File: src/rtl/rv_fetch_pkg.sv
// Shared definitions for the instruction-fetch front end: fetch FSM states
// and the architectural widths used by the PC register.
package rv_fetch_pkg;

    localparam int XLEN        = 32;
    localparam int INSTR_BYTES = 4;

    // Byte-offset bits below instruction granularity; these must be zero in a legal PC.
    localparam logic [XLEN-1:0] ALIGN_MASK = XLEN'(INSTR_BYTES - 1);

    typedef enum logic [2:0] {
        ST_IDLE,
        ST_REQ,
        ST_WAIT,
        ST_HOLD,
        ST_FAULT
    } fetch_state_e;

endpackage

File: src/rtl/ifetch_pc_reg.sv
// Architectural PC register and single-outstanding instruction fetch front end.
// Define IFETCH_MISALIGN_CHECK_EN to trap misaligned next-PC targets into a sticky FAULT state.
module ifetch_pc_reg
    import rv_fetch_pkg::*;
#(
    parameter logic [XLEN-1:0] RESET_PC = 32'h0000_0000
) (
    input  logic            clk,
    input  logic            rst,
    output logic            imem_req_valid,
    input  logic            imem_req_ready,
    output logic [XLEN-1:0] imem_req_addr,
    input  logic            imem_rsp_valid,
    input  logic [XLEN-1:0] imem_rsp_data,
    output logic            instr_valid,
    output logic [XLEN-1:0] instr,
    output logic [XLEN-1:0] instr_pc,
    input  logic            pc_load,
    input  logic [XLEN-1:0] next_pc,
    output logic            fetch_fault,
    output logic [XLEN-1:0] retired_count
);

    fetch_state_e    state_q, state_d;
    logic [XLEN-1:0] pc_q, pc_d;
    logic [XLEN-1:0] instr_q, instr_d;
    logic [XLEN-1:0] instr_pc_q, instr_pc_d;
    logic [XLEN-1:0] retired_q, retired_d;

    always_comb begin
        state_d    = state_q;
        pc_d       = pc_q;
        instr_d    = instr_q;
        instr_pc_d = instr_pc_q;
        retired_d  = retired_q;

        case (state_q)
            ST_IDLE: state_d = ST_REQ;
            ST_REQ: begin
                if (imem_req_ready) begin
                    state_d = ST_WAIT;
                end
            end
            ST_WAIT: begin
                if (imem_rsp_valid) begin
                    instr_d    = imem_rsp_data;
                    instr_pc_d = pc_q;
                    state_d    = ST_HOLD;
                end
            end
            ST_HOLD: begin
                if (pc_load) begin
                    retired_d = retired_q + 32'd1;
`ifdef IFETCH_MISALIGN_CHECK_EN
                    // A faulting target still retires the instruction but leaves pc untouched.
                    if ((next_pc & ALIGN_MASK) != '0) begin
                        state_d = ST_FAULT;
                    end else begin
                        pc_d    = next_pc;
                        state_d = ST_REQ;
                    end
`else
                    pc_d    = next_pc & ~ALIGN_MASK;
                    state_d = ST_REQ;
`endif
                end
            end
`ifdef IFETCH_MISALIGN_CHECK_EN
            ST_FAULT: state_d = ST_FAULT;
`endif
            default: state_d = ST_IDLE;
        endcase
    end

    always_ff @(posedge clk) begin
        if (rst) begin
            state_q    <= ST_IDLE;
            pc_q       <= RESET_PC;
            instr_q    <= '0;
            instr_pc_q <= '0;
            retired_q  <= '0;
        end else begin
            state_q    <= state_d;
            pc_q       <= pc_d;
            instr_q    <= instr_d;
            instr_pc_q <= instr_pc_d;
            retired_q  <= retired_d;
        end
    end

    // Every output comes straight from a flop or a state decode, never from an input.
    assign imem_req_valid = (state_q == ST_REQ);
    assign imem_req_addr  = pc_q;
    assign instr_valid    = (state_q == ST_HOLD);
    assign instr          = instr_q;
    assign instr_pc       = instr_pc_q;
    assign retired_count  = retired_q;
`ifdef IFETCH_MISALIGN_CHECK_EN
    assign fetch_fault    = (state_q == ST_FAULT);
`else
    assign fetch_fault    = 1'b0;
`endif

endmodule
File: config.mk
export PLATFORM = sky130hd
export DESIGN_NAME = ifetch_pc_reg
export DESIGN_NICKNAME = d
export VERILOG_FILES = /design/src/rtl/rv_fetch_pkg.sv /design/src/rtl/ifetch_pc_reg.sv
export SDC_FILE = /design/constraint.sdc
export NUM_CORES = 1
export LEC_CHECK = 0
export ABC_AREA = 1
export CAP_MARGIN = 20
export CORE_ASPECT_RATIO = 1.4
export CORE_MARGIN = 2
export CORE_UTILIZATION = 45
export CTS_BUF_LIST = sky130_fd_sc_hd__clkbuf_8
export CTS_CLUSTER_DIAMETER = 80
export DETAILED_ROUTE_END_ITERATION = 16
export HOLD_SLACK_MARGIN = 0.12
export PLACE_DENSITY = 0.82
export SYNTH_ARGS = -nofsm -noshare
export SYNTH_HDL_FRONTEND = slang
export SYNTH_SLANG_ARGS = --single-unit
File: constraint.sdc
create_clock -name clk -period 1.5 [get_ports clk]
set_input_delay 0.15 -clock clk [delete_from_list [all_inputs] [get_ports clk]]
set_output_delay 0.15 -clock clk [all_outputs]
set_load 0.02 [all_outputs]
==> metrics.md <==
| Metric | Value |
|---|---|
| Synth Flop Type | `sky130_fd_sc_hd__dfxtp_1` |
| Cell count after synthesis | `683` |
| Startpoint of the lowest-slack register-to-register path | `state_q[0]$_SDFFE_PP0P_` |
| DR iter-0 viols | `247` |
| Crit end category | `primary output` |
| Remaining global-route overflow | `0` |
| Total length of routed met2 wires | `7904 µm` |
| Synth Register Bits | `126` |
| I/O pin cnt | `200` |
| Reg power frac | `41.3%` |
| Area of the placeable core | `11220 µm²` |
| Max-capacitance violation count | `0` |
| Post-layout min period | `1453 ps` |
| Hold crit path type | `primary input to flip-flop` |
| Clock tree from TritonCTS | `done` |
| CP required | `1350 ps` |
| Setup CP Type | `flip-flop to primary output` |
| Library cells used by synthesis | `32` |
| Synthesis Warnings | `0` |
| # H-tree levels | `4` |
| Final setup violating endpoints | `0` |
| Area used by multi-input combinational logic | `2350 µm²` |
| Number of synthesized flops with an enable pin | `0` |
| Start point of the critical path | `state_q[0]$_SDFFE_PP0P_` |
| Arrival time at the worst endpoint | `1300 ps` |
| Root buffer selected by CTS | `sky130_fd_sc_hd__clkbuf_8` |
| Net total in the final layout | `966` |
| Unrepaired setup endpoints after global routing | `yes` |
| Largest net degree at the start of global routing | `53` |
| WL met1 | `5603 µm` |
| Depth of the worst register-to-register path | `7` |
| End of the worst register-to-register path | `instr_pc[10]$_SDFFE_PP0P_` |
| Max stage delay on crit path | `340 ps` |
| Fillers | `1012` |
| Count of endpoints failing hold in the final timing report | `0` |
| Critical Path Sink | `instr_valid` |
| DP Wirelength | `10270 µm` |
| Clock Power Share | `31.5%` |
| Sequential cell area in the final layout | `2531 µm²` |
| Fin Setup TNS | `0 ps` |
| Worst IR Drop VDD | `0.0005361 V` |
| Net switching power | `3.093 mW` |
| Overall fraction of global-route tracks in use | `23.38%` |
| Sw Share | `31.49%` |
| Outcome | `finished clean` |
| Mean instance size in the synthesized netlist | `7.483 µm²` |
| Highest attainable clock frequency | `0.6884 GHz` |
| Final worst setup slack | `47.44 ps` |
| Number of buffers added on ports | `192` |
| Combinational share of power | `27.2%` |
| DRC errors left | `0` |
| Number of core rows | `46` |
| Crit start category | `flip-flop` |
| Vias | `5111` |
| Number of global-route vias before repair | `4730` |
| Asr flop ratio synth | `0%` |
| Sequential-to-total area share from yosys stat | `49.35%` |
| Die extent in y | `130.1 µm` |
| Global-route wire length before repair | `22390 µm` |
| Antenna violation net count after detailed routing | `0` |
| Clock slew at the register clock pins of the worst setup and hold paths | `70 ps` |
| Cells along the critical path | `ha_4 -> buf_4 -> clkdlybuf4s15_2` |
| Clock sink total | `126` |
| Average wire per standard cell | `14.12 µm` |
| Worst Skew | `11.23 ps` |
| Mapped cell area | `5111 µm²` |
| Later-pin clock latency in the skew report | `420 ps` |
| Antenna violations before repair | `1` |
| Router iterations before antenna repair | `4` |
| Die Wd | `94.07 µm` |
| Area of the die | `12240 µm²` |
| Slowest CP cell | `sky130_fd_sc_hd__dfxtp_2` |
| Via density per instance | `4.863` |
| Critical Path Fanout Max | `2` |
| Internal portion of total power | `6.727 mW` |
| Final slew viol count | `0` |
| Register-to-register path setup slack | `50 ps` |
| Setup slack after placement | `-203.7 ps` |
| Topmost layer with routed signal wires | `met4` |
| Length of routed met3 wiring | `871 µm` |
| P per Cell Area | `1261 nW/µm²` |
| Routed wire length | `14840 µm` |
| Cell leakage power | `3.641 nW` |
| Global placement routability congestion | `0.8510` |
| TritonCTS buffer count | `17` |
| Final worst-path cycle share | `96.84%` |
| Initial Util | `45.54%` |
| Number of buffers on the longest clock path | `2` |
| Layout cell share with drive strength beyond 1 | `12.47%` |
| Post-synthesis to final-layout area growth | `52.39%` |
-- cells in the final DEF (no fill, tap or decap), types with 4 or more instances in the layout --
cell                              synthesis  layout
sky130_fd_sc_hd__nand3_4                  4       4
sky130_fd_sc_hd__dfxtp_2                  0       7
sky130_fd_sc_hd__o21ai_0                102      97
sky130_fd_sc_hd__clkinvlp_4               0       5
sky130_fd_sc_hd__nor3_1                   5       5
sky130_fd_sc_hd__dfxtp_1                126     119
sky130_fd_sc_hd__inv_1                   43      43
sky130_fd_sc_hd__clkdlybuf4s50_1          0      66
sky130_fd_sc_hd__inv_2                    5       6
sky130_fd_sc_hd__nand2_1                 56      55
sky130_fd_sc_hd__nor2_4                   2       7
sky130_fd_sc_hd__dlygate4sd2_1            0     124
sky130_fd_sc_hd__conb_1                   1       5
sky130_fd_sc_hd__buf_12                   0       6
sky130_fd_sc_hd__clkbuf_8                 0      21
sky130_fd_sc_hd__nor2_8                   4       4
sky130_fd_sc_hd__o21ai_1                  1       6
sky130_fd_sc_hd__nand3_1                 13      13
sky130_fd_sc_hd__nand4_1                 11      11
sky130_fd_sc_hd__nor2_2                   5       8
sky130_fd_sc_hd__a21oi_1                 16      16
sky130_fd_sc_hd__nor2_1                 230     223
sky130_fd_sc_hd__buf_4                    6      22
-- flip-flops by register name, indices dropped and copies added (netlist names) --
register	flops
imem_req_addr	30
state_q	2
instr	32
retired_count	32
instr_pc	30
-- through the flow --
| step | power, mW | hold WS [ps] | util [%] | std cells | area [µm²] |
|---|---|---|---|---|---|
| 5_1_grt | 10.33 | 335.9 | 69.40 | 1051 | 7789 |
| 4_1_cts | 9.831 | 315.6 | 68.39 | 1046 | 7676 |
| 6_report | 9.820 | 348.1 | 69.40 | 1051 | 7789 |
| 2_1_floorplan | 5.583 | 315.0 | - | 687 | 5141 |
| 3_3_place_gp | 6.957 | 460.1 | 65.54 | 1013 | 7356 |
| 3_5_place_dp | 7.029 | 469.9 | 65.54 | 1013 | 7356 |
-- per-layer routing --
metal / vias to the layer above / track usage, %
met4: 0 / 11.00
met1: 2296 / 24.66
li1: 2595 / -
met3: 36 / 5.774
met2: 184 / 43.19
met5: - / 0
-- layout make-up --
cell class                      count  share of cell area (%)
Sequential cell                   126                   32.50
Multi-Input combinational cell    477                   30.17
Timing Repair Buffer              223                   27.13
Clock buffer                       21                   3.711
Inverter                           48                   2.345
Tap cell                          144                   2.313
Clock inverter                     11                   1.799
Antenna cell                        1                 0.03213
-- power by group through the flow --
stage               combinational [mW]  clock [mW]  sequential, mW
finish                            2.67        3.10            4.05
global route                      2.93        3.31            4.10
CTS                               2.61        3.17            4.05
detailed placement                2.89           0            4.14
global placement                  2.84           0            4.11
floorplan                        0.926           0            4.66
-- cells by family after synthesis --
kind of cell | after synthesis | share of synthesized area [%]
and+or+nand+nor | 339 | 29.72
DFF | 126 | 49.35
AOI/OAI and AO/OA | 124 | 12.39
buffers and inverters | 85 | 6.805
xor gates and xnor gates | 4 | 0.6856
adders and majority gates | 4 | 0.9792
other | 1 | 0.07337
-- what timing repair did --
| item | CTS | global route |
|---|---|---|
| pin swaps | 1 | 6 |
| gates cloned | 1 | 2 |
| setup endpoints to repair | 171 | 69 |
| resized for setup | 142 | 20 |
| hold buffers | 0 | 0 |
| setup buffers | 0 | 2 |
-- how the worst min path moves through the flow --
stage                        startpoint                            end  slack [ps]  cells after the start
3_5_place_dp     instr[30]$_SDFFE_PP0P_         instr[30]$_SDFFE_PP0P_         470                      2
3_3_place_gp   instr_pc[7]$_SDFFE_PP0P_       instr_pc[7]$_SDFFE_PP0P_         460                      2
2_1_floorplan                next_pc[2]  imem_req_addr[2]$_SDFFE_PP0P_         310                      2
5_1_grt               imem_rsp_data[27]         instr[27]$_SDFFE_PP0P_         340                      3
4_1_cts               imem_rsp_data[30]         instr[30]$_SDFFE_PP0P_         320                      3
6_report              imem_rsp_data[30]         instr[30]$_SDFFE_PP0P_         350                      3
-- Yosys cell counts (all sizes together) (3+ instances only) --
library cell | n | area share (%)
buf | 12 | 1.4
nand4 | 11 | 1.3
o21a | 3 | 0.44
inv | 48 | 3.5
nor2 | 241 | 20
o21ai | 103 | 10
dfxtp | 126 | 49
a21oi | 16 | 1.6
xor2 | 3 | 0.51
ha | 4 | 0.98
nand2 | 59 | 4.6
nand3 | 20 | 3.2
clkbuf | 25 | 1.8
nor3 | 6 | 0.69
-- critical path: cells and delay by family, from the launching register on --
kind | cells | cell delay [ps]
flops | 1 | 340
buf+inv | 2 | 370
fa+ha+maj | 1 | 170
Note: power is estimated with default switching activity, not from simulation.
